--- src/rtl/alu_pkg.sv ---
// Shared definitions for the ALU arbiter: FSM encoding, opcode map and legality check.
package alu_pkg;

   typedef enum logic {
      ST_IDLE = 1'b0,
      ST_EXEC = 1'b1
   } state_t;

   localparam logic [3:0] OP_ADD    = 4'b0000;
   localparam logic [3:0] OP_SUB    = 4'b0001;
   localparam logic [3:0] OP_AND    = 4'b0010;
   localparam logic [3:0] OP_OR     = 4'b0011;
   localparam logic [3:0] OP_XOR    = 4'b0100;
   localparam logic [3:0] OP_NOT    = 4'b0101;
   localparam logic [3:0] OP_SLL    = 4'b0110;
   localparam logic [3:0] OP_SRL    = 4'b0111;
   localparam logic [3:0] OP_SRA    = 4'b1000;
   localparam logic [3:0] OP_SLT    = 4'b1001;
   localparam logic [3:0] OP_PASSA  = 4'b1010;
   localparam logic [3:0] OP_PASSB  = 4'b1011;
   localparam logic [3:0] OP_BPLUS8 = 4'b1100;

   localparam logic [3:0] OP_MAX_LEGAL = OP_BPLUS8;

   function automatic logic op_is_legal(input logic [3:0] op);
      return op <= OP_MAX_LEGAL;
   endfunction

endpackage

--- src/rtl/alu_rsp_slot.sv ---
// One response holding register: captures an ALU result and keeps it until the requester pops it.
module alu_rsp_slot
   import alu_pkg::*;
(
   input  logic        clk,
   input  logic        reset,
   input  logic        load,
   input  logic [31:0] load_out,
   input  logic        load_z,
   input  logic        load_n,
   input  logic        load_err,
   input  logic        rsp_ready,
   output logic        rsp_valid,
   output logic [31:0] rsp_out,
   output logic        rsp_z,
   output logic        rsp_n,
   output logic        rsp_err
);

   // A refill on the same edge as a pop wins, so no result is lost.
   always_ff @(posedge clk) begin
      if (reset) begin
         rsp_valid <= 1'b0;
         rsp_out   <= '0;
         rsp_z     <= 1'b0;
         rsp_n     <= 1'b0;
         rsp_err   <= 1'b0;
      end else if (load) begin
         rsp_valid <= 1'b1;
         rsp_out   <= load_out;
         rsp_z     <= load_z;
         rsp_n     <= load_n;
         rsp_err   <= load_err;
      end else if (rsp_valid && rsp_ready) begin
         rsp_valid <= 1'b0;
      end
   end

endmodule

--- src/rtl/alu_arbiter.sv ---
// Two-requester round-robin front end for a shared external combinational ALU.
module alu_arbiter
   import alu_pkg::*;
#(
   parameter int CNT_W = 16
) (
   input  logic             clk,
   input  logic             reset,
   input  logic             req_valid_0,
   output logic             req_ready_0,
   input  logic [31:0]      req_a_0,
   input  logic [31:0]      req_b_0,
   input  logic [3:0]       req_op_0,
   input  logic             req_valid_1,
   output logic             req_ready_1,
   input  logic [31:0]      req_a_1,
   input  logic [31:0]      req_b_1,
   input  logic [3:0]       req_op_1,
   output logic             rsp_valid_0,
   input  logic             rsp_ready_0,
   output logic [31:0]      rsp_out_0,
   output logic             rsp_z_0,
   output logic             rsp_n_0,
   output logic             rsp_err_0,
   output logic             rsp_valid_1,
   input  logic             rsp_ready_1,
   output logic [31:0]      rsp_out_1,
   output logic             rsp_z_1,
   output logic             rsp_n_1,
   output logic             rsp_err_1,
   output logic [31:0]      alu_a,
   output logic [31:0]      alu_b,
   output logic [3:0]       alu_op,
   input  logic [31:0]      alu_out,
   input  logic             alu_z,
   input  logic             alu_n,
   output logic [CNT_W-1:0] issue_cnt_0,
   output logic [CNT_W-1:0] issue_cnt_1
);

   state_t state_q, state_d;
   logic   last_grant;
   logic   owner;
   logic   elig_0, elig_1;
   logic   grant_0, grant_1;
   logic   exec_err;
   logic   load_0, load_1;
   logic [31:0] res_out;
   logic        res_z, res_n;

   // A slot that is being popped this cycle counts as free.
   assign elig_0 = req_valid_0 && (!rsp_valid_0 || rsp_ready_0);
   assign elig_1 = req_valid_1 && (!rsp_valid_1 || rsp_ready_1);

   always_ff @(posedge clk) begin
      if (reset) state_q <= ST_IDLE;
      else       state_q <= state_d;
   end

   always_comb begin
      state_d = state_q;
      grant_0 = 1'b0;
      grant_1 = 1'b0;
      case (state_q)
         ST_IDLE: begin
            if (elig_0 && elig_1) begin
               grant_0 = last_grant;
               grant_1 = !last_grant;
            end else begin
               grant_0 = elig_0;
               grant_1 = elig_1;
            end
            if (grant_0 || grant_1) state_d = ST_EXEC;
         end
         ST_EXEC: state_d = ST_IDLE;
         default: state_d = ST_IDLE;
      endcase
   end

   assign req_ready_0 = grant_0 && !reset;
   assign req_ready_1 = grant_1 && !reset;

   always_ff @(posedge clk) begin
      if (reset) begin
         last_grant  <= 1'b1;
         owner       <= 1'b0;
         alu_a       <= '0;
         alu_b       <= '0;
         alu_op      <= '0;
         issue_cnt_0 <= '0;
         issue_cnt_1 <= '0;
      end else if (req_ready_0) begin
         last_grant  <= 1'b0;
         owner       <= 1'b0;
         alu_a       <= req_a_0;
         alu_b       <= req_b_0;
         alu_op      <= req_op_0;
         issue_cnt_0 <= issue_cnt_0 + 1'b1;
      end else if (req_ready_1) begin
         last_grant  <= 1'b1;
         owner       <= 1'b1;
         alu_a       <= req_a_1;
         alu_b       <= req_b_1;
         alu_op      <= req_op_1;
         issue_cnt_1 <= issue_cnt_1 + 1'b1;
      end
   end

   // Illegal opcodes still occupy an issue slot but return a fixed error result.
   assign exec_err = !op_is_legal(alu_op);
   assign res_out  = exec_err ? 32'd0 : alu_out;
   assign res_z    = exec_err ? 1'b1  : alu_z;
   assign res_n    = exec_err ? 1'b0  : alu_n;

   assign load_0 = (state_q == ST_EXEC) && !owner;
   assign load_1 = (state_q == ST_EXEC) &&  owner;

   alu_rsp_slot u_slot_0 (
      .clk       (clk),
      .reset     (reset),
      .load      (load_0),
      .load_out  (res_out),
      .load_z    (res_z),
      .load_n    (res_n),
      .load_err  (exec_err),
      .rsp_ready (rsp_ready_0),
      .rsp_valid (rsp_valid_0),
      .rsp_out   (rsp_out_0),
      .rsp_z     (rsp_z_0),
      .rsp_n     (rsp_n_0),
      .rsp_err   (rsp_err_0)
   );

   alu_rsp_slot u_slot_1 (
      .clk       (clk),
      .reset     (reset),
      .load      (load_1),
      .load_out  (res_out),
      .load_z    (res_z),
      .load_n    (res_n),
      .load_err  (exec_err),
      .rsp_ready (rsp_ready_1),
      .rsp_valid (rsp_valid_1),
      .rsp_out   (rsp_out_1),
      .rsp_z     (rsp_z_1),
      .rsp_n     (rsp_n_1),
      .rsp_err   (rsp_err_1)
   );

endmodule

--- config.mk ---
export PLATFORM = sky130hd
export DESIGN_NAME = alu_arbiter
export DESIGN_NICKNAME = d
export VERILOG_FILES = /design/src/rtl/alu_pkg.sv /design/src/rtl/alu_rsp_slot.sv /design/src/rtl/alu_arbiter.sv
export SDC_FILE = /design/constraint.sdc
export NUM_CORES = 1
export LEC_CHECK = 0
export ABC_AREA = 1
export CAP_MARGIN = 20
export CORE_MARGIN = 4
export CORE_UTILIZATION = 41
export DETAILED_ROUTE_END_ITERATION = 7
export PLACE_DENSITY = 0.89
export SYNTH_ARGS = -nofsm -noshare
export SYNTH_HDL_FRONTEND = slang
export SYNTH_HIERARCHICAL = 1
export SYNTH_SLANG_ARGS = --single-unit
--- constraint.sdc ---
create_clock -name clk -period 2.4 [get_ports clk]
set_input_delay 0.24 -clock clk [delete_from_list [all_inputs] [get_ports clk]]
set_output_delay 0.24 -clock clk [all_outputs]
set_load 0.02 [all_outputs]
== Word level (Yosys, flattened, before mapping) ==
Cells that the tools add are included.
Word-level totals
  register bits: 175
  bits in latches: 0
  memory bits (writable): 0
  ROM bits: 0
  bits of input ports: 176
  output and inout port bits: 174
  logic and storage cells: 69
  memories kept: 0
Cells by class
  add/sub/neg operators: 2
  multipliers: 0
  divide/modulo/power cells: 0
  magnitude comparators: 1
  equality and inequality tests: 0
  shift operators: 0
  muxes and demuxes: 23
  bitwise operators: 2
  reduce and logical (&&, ||, !) cells: 23
Operators by type and width (number)
  2-to-1 mux 32 bit: 5
  adder 16 x 1 -> 16 bit, second input constant: 2
  2-to-1 mux 1 bit: 15
  logical AND 1 bit: 9
  2-to-1 mux 4 bit: 2
  zero test 1 bit: 6
  nonzero test 2 bit: 3
  <= comparator 4 bit, second input constant: 1
  logical OR 1 bit: 3
  inverter 1 bit: 2
  case mux 1 bit (2 select lines): 1
  AND reduction 2 bit: 1
  OR reduction 2 bit: 1

== Logic depth before layout (Yosys ltp) ==
  depth after elaboration: 10
  depth in mapped cells: 11
  gate-level depth less buffers: 10

== By module ==
Netlist, hierarchy kept.
Modules (own cells, without submodules)
  alu_arbiter: times used 1, cells an instance 883, area each 5596.6 µm², sequential area each 2062.0 µm²
  alu_rsp_slot: times used 2, cells an instance 156, area each 1283.7 µm², sequential area each 720.7 µm²

== Worst setup path before layout ==
Ideal clock, no wire load.
  path type: register -> register
  from: register alu_op[3]
  to: register u_slot_0.rsp_out[22]
  setup time: 0.116 ns
  data arrival time: 1.400 ns
  data required time: 2.284 ns
  setup slack: 0.884 ns
  stages on the path, launching flop included: 7
  buffers on the path: 1
  cells stage by stage: dfxtp_1 -> inv_1 -> nor3_2 -> clkbuf_1 -> nor2_1 -> nor2_1 -> nor2_1
On the way
  cells in the longest elaborated chain, start to end: 2
RTL lines
  start: declaration: line alu_arbiter.sv:33  | output logic [3:0] alu_op,
  start signal: assignment: line alu_arbiter.sv:97  | alu_op <= req_op_0;
  start signal: assignment: line alu_arbiter.sv:104  | alu_op <= req_op_1;
  <= comparator 4 bit: line alu_pkg.sv:26  | return op <= OP_MAX_LEGAL;
  2-to-1 mux 32 bit: line alu_arbiter.sv:111  | assign res_out = exec_err ? 32'd0 : alu_out;
  via res_out[22]: line alu_arbiter.sv:48  | logic [31:0] res_out;
  end signal: assignment: line alu_rsp_slot.sv:30  | rsp_out <= load_out;
  end: declaration: line alu_rsp_slot.sv:14  | output logic [31:0] rsp_out,
The timed path passes the listed nets, and every way through them passes these cells.
A chain may end at the register's enable or synchronous reset.

== Final worst setup path ==
  from: register u_slot_1.rsp_valid
  to: output port req_ready_1
On the way
  cells in the longest elaborated chain, start to end: 8
RTL lines
  start: declaration: line alu_rsp_slot.sv:13  | output logic rsp_valid,
  start signal: assignment: line alu_rsp_slot.sv:23  | rsp_valid <= 1'b0;
  start signal: assignment: line alu_rsp_slot.sv:29  | rsp_valid <= 1'b1;
  start signal: assignment: line alu_rsp_slot.sv:35  | rsp_valid <= 1'b0;
  zero test 1 bit (*): line alu_arbiter.sv:53  | assign elig_1 = req_valid_1 && (!rsp_valid_1 || rsp_ready_1);
  logical OR 1 bit (*): line alu_arbiter.sv:53
  logical AND 1 bit (*): line alu_arbiter.sv:53
  logical AND 1 bit: line alu_arbiter.sv:66  | if (elig_0 && elig_1) begin
  2-to-1 mux 1 bit (*): line alu_arbiter.sv:66
  2-to-1 mux 1 bit (*) (2 in series): line alu_arbiter.sv:64  | case (state_q)
  logical AND 1 bit (*): line alu_arbiter.sv:81  | assign req_ready_1 = grant_1 && !reset;
  end: declaration: line alu_arbiter.sv:15  | output logic req_ready_1,
Mark *: on every way between the ends. The rest lies on a longest branch, timed or not. The select of a mux whose other input is x is not followed.

==> run_results.csv <==
group,metric,value,unit
timing,max_freq,450.6,MHz
setup_path,critical_path.top_delay_family,"buffers and inverters",
route,wl,27310,um
floorplan,core_area,19530,um2
timing,fin_ws,180.9,ps
timing,drv_slew,0,
placement,place_area,11790,um2
route,vias,8919,
setup_path,timing.critical_path.buf_inv,1,
placement,place_congestion,0.8798,
floorplan,initial_utilization,41.81,%
timing,hold_viol,0,
setup_path,crit_chain,"a21boi_1, nand2_1, nor2_2, clkdlybuf4s50_1",
power_and_ir_drop,ir_drop,0.4710,mV
finish,syn2layout_area_growth,51.65,%
placement,place_ws,213.9,ps
setup_path,cp_slowest_cell,"clkdlybuf4s50_1",
setup_path,crit_path_end_kind,"primary output",
floorplan,die_area,22230,um2
route,detail_route.drc_violations,0,
global_routing,grt_pass1_wl,41810,um
placement,dp.cells,1760,
floorplan,die_w,149.1,um
synthesis,synthFlopType,"dfxtp_1",
hold_path,hold_class,"input pin to register",
finish,final_common_cell,"clkdlybuf4s50_1",
clocking,cts_tree,"built",
clocking,cts.sinks,175,
timing,worst_pin_slew,582.8,ps
timing,rsz0062_at_grt,"false",
setup_path,slowest_delay,620,ps
clocking,numCtsBuffers,17,
floorplan,fp.dieH,149.1,um
timing,period_share,92.46,%
finish,nets,1692,
clocking,cts_setup_buffers,0,
clocking,cts-root-buf,"clkbuf_16",
setup_path,worstSetupStartpointType,"register",
clocking,htree_num_levels,4,
route,drt_iter0_markers,494,
clocking,clockBufferDepth,2,
timing,finalCriticalPeriod,2219,ps
timing,hold_ws,461.9,ps
route,postRouteAntennaNets,0,
setup_path,required,2160,ps
timing,finalSetupViolCount,0,
synthesis,synthCells,1195,
global_routing,grt_max_degree,72,
synthesis,synthArstFlopShare,0,%
synthesis,synth-seq-cells,175,
job,cap_violations,0,
run_status,status,"completed",
route,dr.pass1.iters,5,
route,via_per_inst,4.974,
floorplan,pin_count,350,
setup_path,regToRegSetupSlack,620,ps
global_routing,first_global_vias,8558,
route,post_drt_wl_per_cell,15.23,um
global_routing,antenna_found_initial,1,
clocking,cts_hold_buf,0,
timing,max_slew_margin,61.09,%
clocking,cts-resized-gates,0,
finish,final_area,12380,um2
synthesis,synth.cell_area,8164,um2
finish,utilization,63.41,%
clocking,clk_latency,420,ps
synthesis,syn-num-nets,1373,
finish,stdcell_count,1793,
clocking,path_clk_slew,80,ps
synthesis,synth_cell_types,31,
finish,final_cell_mix,"clkdlybuf4s50_1 (349), nand2_1 (226), nor2_1 (224)",
finish,final_layout_size_suffix_gt1_share,8.120,%
power_and_ir_drop,p_per_area,636.6,nW/um2
synthesis,syn_area_per_cell,6.832,um2
timing,fin_tns_setup,0,ps
global_routing,grt_overflow,0,
placement,io_buffers,349,
timing,clock-skew-final,13.97,ps
synthesis,synth_edf_count,0,
floorplan,rows,51,
global_routing,grt.total_usage,23.21,%
synthesis,ys_warn_count,6,
setup_path,crit_arrival,1980,ps
power_and_ir_drop,p_leak,5.606,nW
setup_path,path_max_fanout,4,
synthesis,yosysSeqAreaShare,42.91,%
setup_path,critPathKind,"register to primary output",
power_and_ir_drop,total_power,7.882,mW
placement,dp_hpwl,19810,um
==> worst register-to-register path, stage by stage, from the launching register on <==
cell	delay (ps)
dfxtp_1	390
a21boi_1	140
nand2_1	130
buf_4	150
nand2_4	120
buf_12	190
buf_4	160
or2_2	270
nand3_1	100
inv_1	50
==> cells by family after synthesis <==
family                     share of synthesized area (%)
adders and majority gates                         0.3065
buffers and inverters                              11.92
xor gates and xnor gates                          0.7510
and+or+nand+nor                                    37.27
DFF                                                42.91
AOI/OAI and AO/OA                                  6.835
==> where the power goes <==
group          switching (mW)  internal [mW]  leakage [nW]  total [mW]
sequential              0.116           3.12          1.43        3.24
combinational           0.949          0.935          3.89        1.88
clock                    1.35           1.41         0.284        2.76
==> path summary, 6_finish.rpt <==
path / endpoint / cells past startpoint / start
worst max-delay path: req_ready_1 / 4 / u_slot_1/rsp_valid$_SDFFE_PP0P_
worst min-delay path: alu_a[5]$_SDFFE_PP0P_ / 5 / req_a_0[5]
worst max register to register: alu_a[24]$_SDFFE_PP0P_ / 9 / u_slot_1/rsp_valid$_SDFFE_PP0P_
worst min register to register: u_slot_1/rsp_out[6]$_SDFFE_PP0P_ / 2 / u_slot_1/rsp_out[6]$_SDFFE_PP0P_
==> layout make-up <==
class | count | area (um2)
repair buffers | 367 | 3704
flip-flops and latches | 175 | 3503
inverters | 141 | 544.3
well taps | 265 | 331.6
clock buffers | 17 | 425.4
multi-input cells | 812 | 3704
fillers | 1628 | 7146
clock inverters | 15 | 166.4
diodes | 1 | 2.502
==> per-layer routing <==
layer / GRT usage [%] / wire length [um] / up-vias
li1: - / - / 4352
met1: 26.19 / 10280 / 4105
met2: 40.48 / 13410 / 401
met3: 8.478 / 2920 / 61
met4: 7.963 / 703 / 0
met5: 0 / 0 / -
==> sequential cells by signal, summed over array words and instances, names as in the netlist, 4 cells and up <==
signal and count:
alu_b 32, alu_op 4, u_slot_1/rsp_out 32, issue_cnt_0 16, issue_cnt_1 16, u_slot_0/rsp_out 32, alu_a 32
==> Yosys cell counts (2+ instances only) <==
| master | n | area, um2 |
|---|---|---|
| o21bai_1 | 4 | 30.03 |
| dfxtp_1 | 175 | 3503 |
| o21ai_0 | 70 | 350.3 |
| or2_1 | 10 | 62.56 |
| o21ai_1 | 10 | 50.05 |
| and3_1 | 2 | 12.51 |
| buf_4 | 7 | 52.55 |
| nor2_1 | 225 | 844.6 |
| nor3_1 | 4 | 20.02 |
| buf_6 | 16 | 180.2 |
| nand3_1 | 156 | 780.8 |
| clkbuf_1 | 19 | 71.32 |
| nor2_2 | 3 | 18.77 |
| or2_2 | 57 | 356.6 |
| nand2_2 | 2 | 12.51 |
| nor3b_1 | 4 | 30.03 |
| nand4_1 | 5 | 31.28 |
| buf_2 | 25 | 125.1 |
| inv_2 | 2 | 7.510 |
| a21oi_1 | 17 | 85.08 |
| inv_8 | 2 | 22.52 |
| inv_1 | 137 | 514.2 |
| nand2_1 | 227 | 852.1 |
| ha_1 | 2 | 25.02 |
| xor2_1 | 7 | 61.31 |
| a21oi_2 | 2 | 17.52 |
Power figures use the tool's default switching activity.
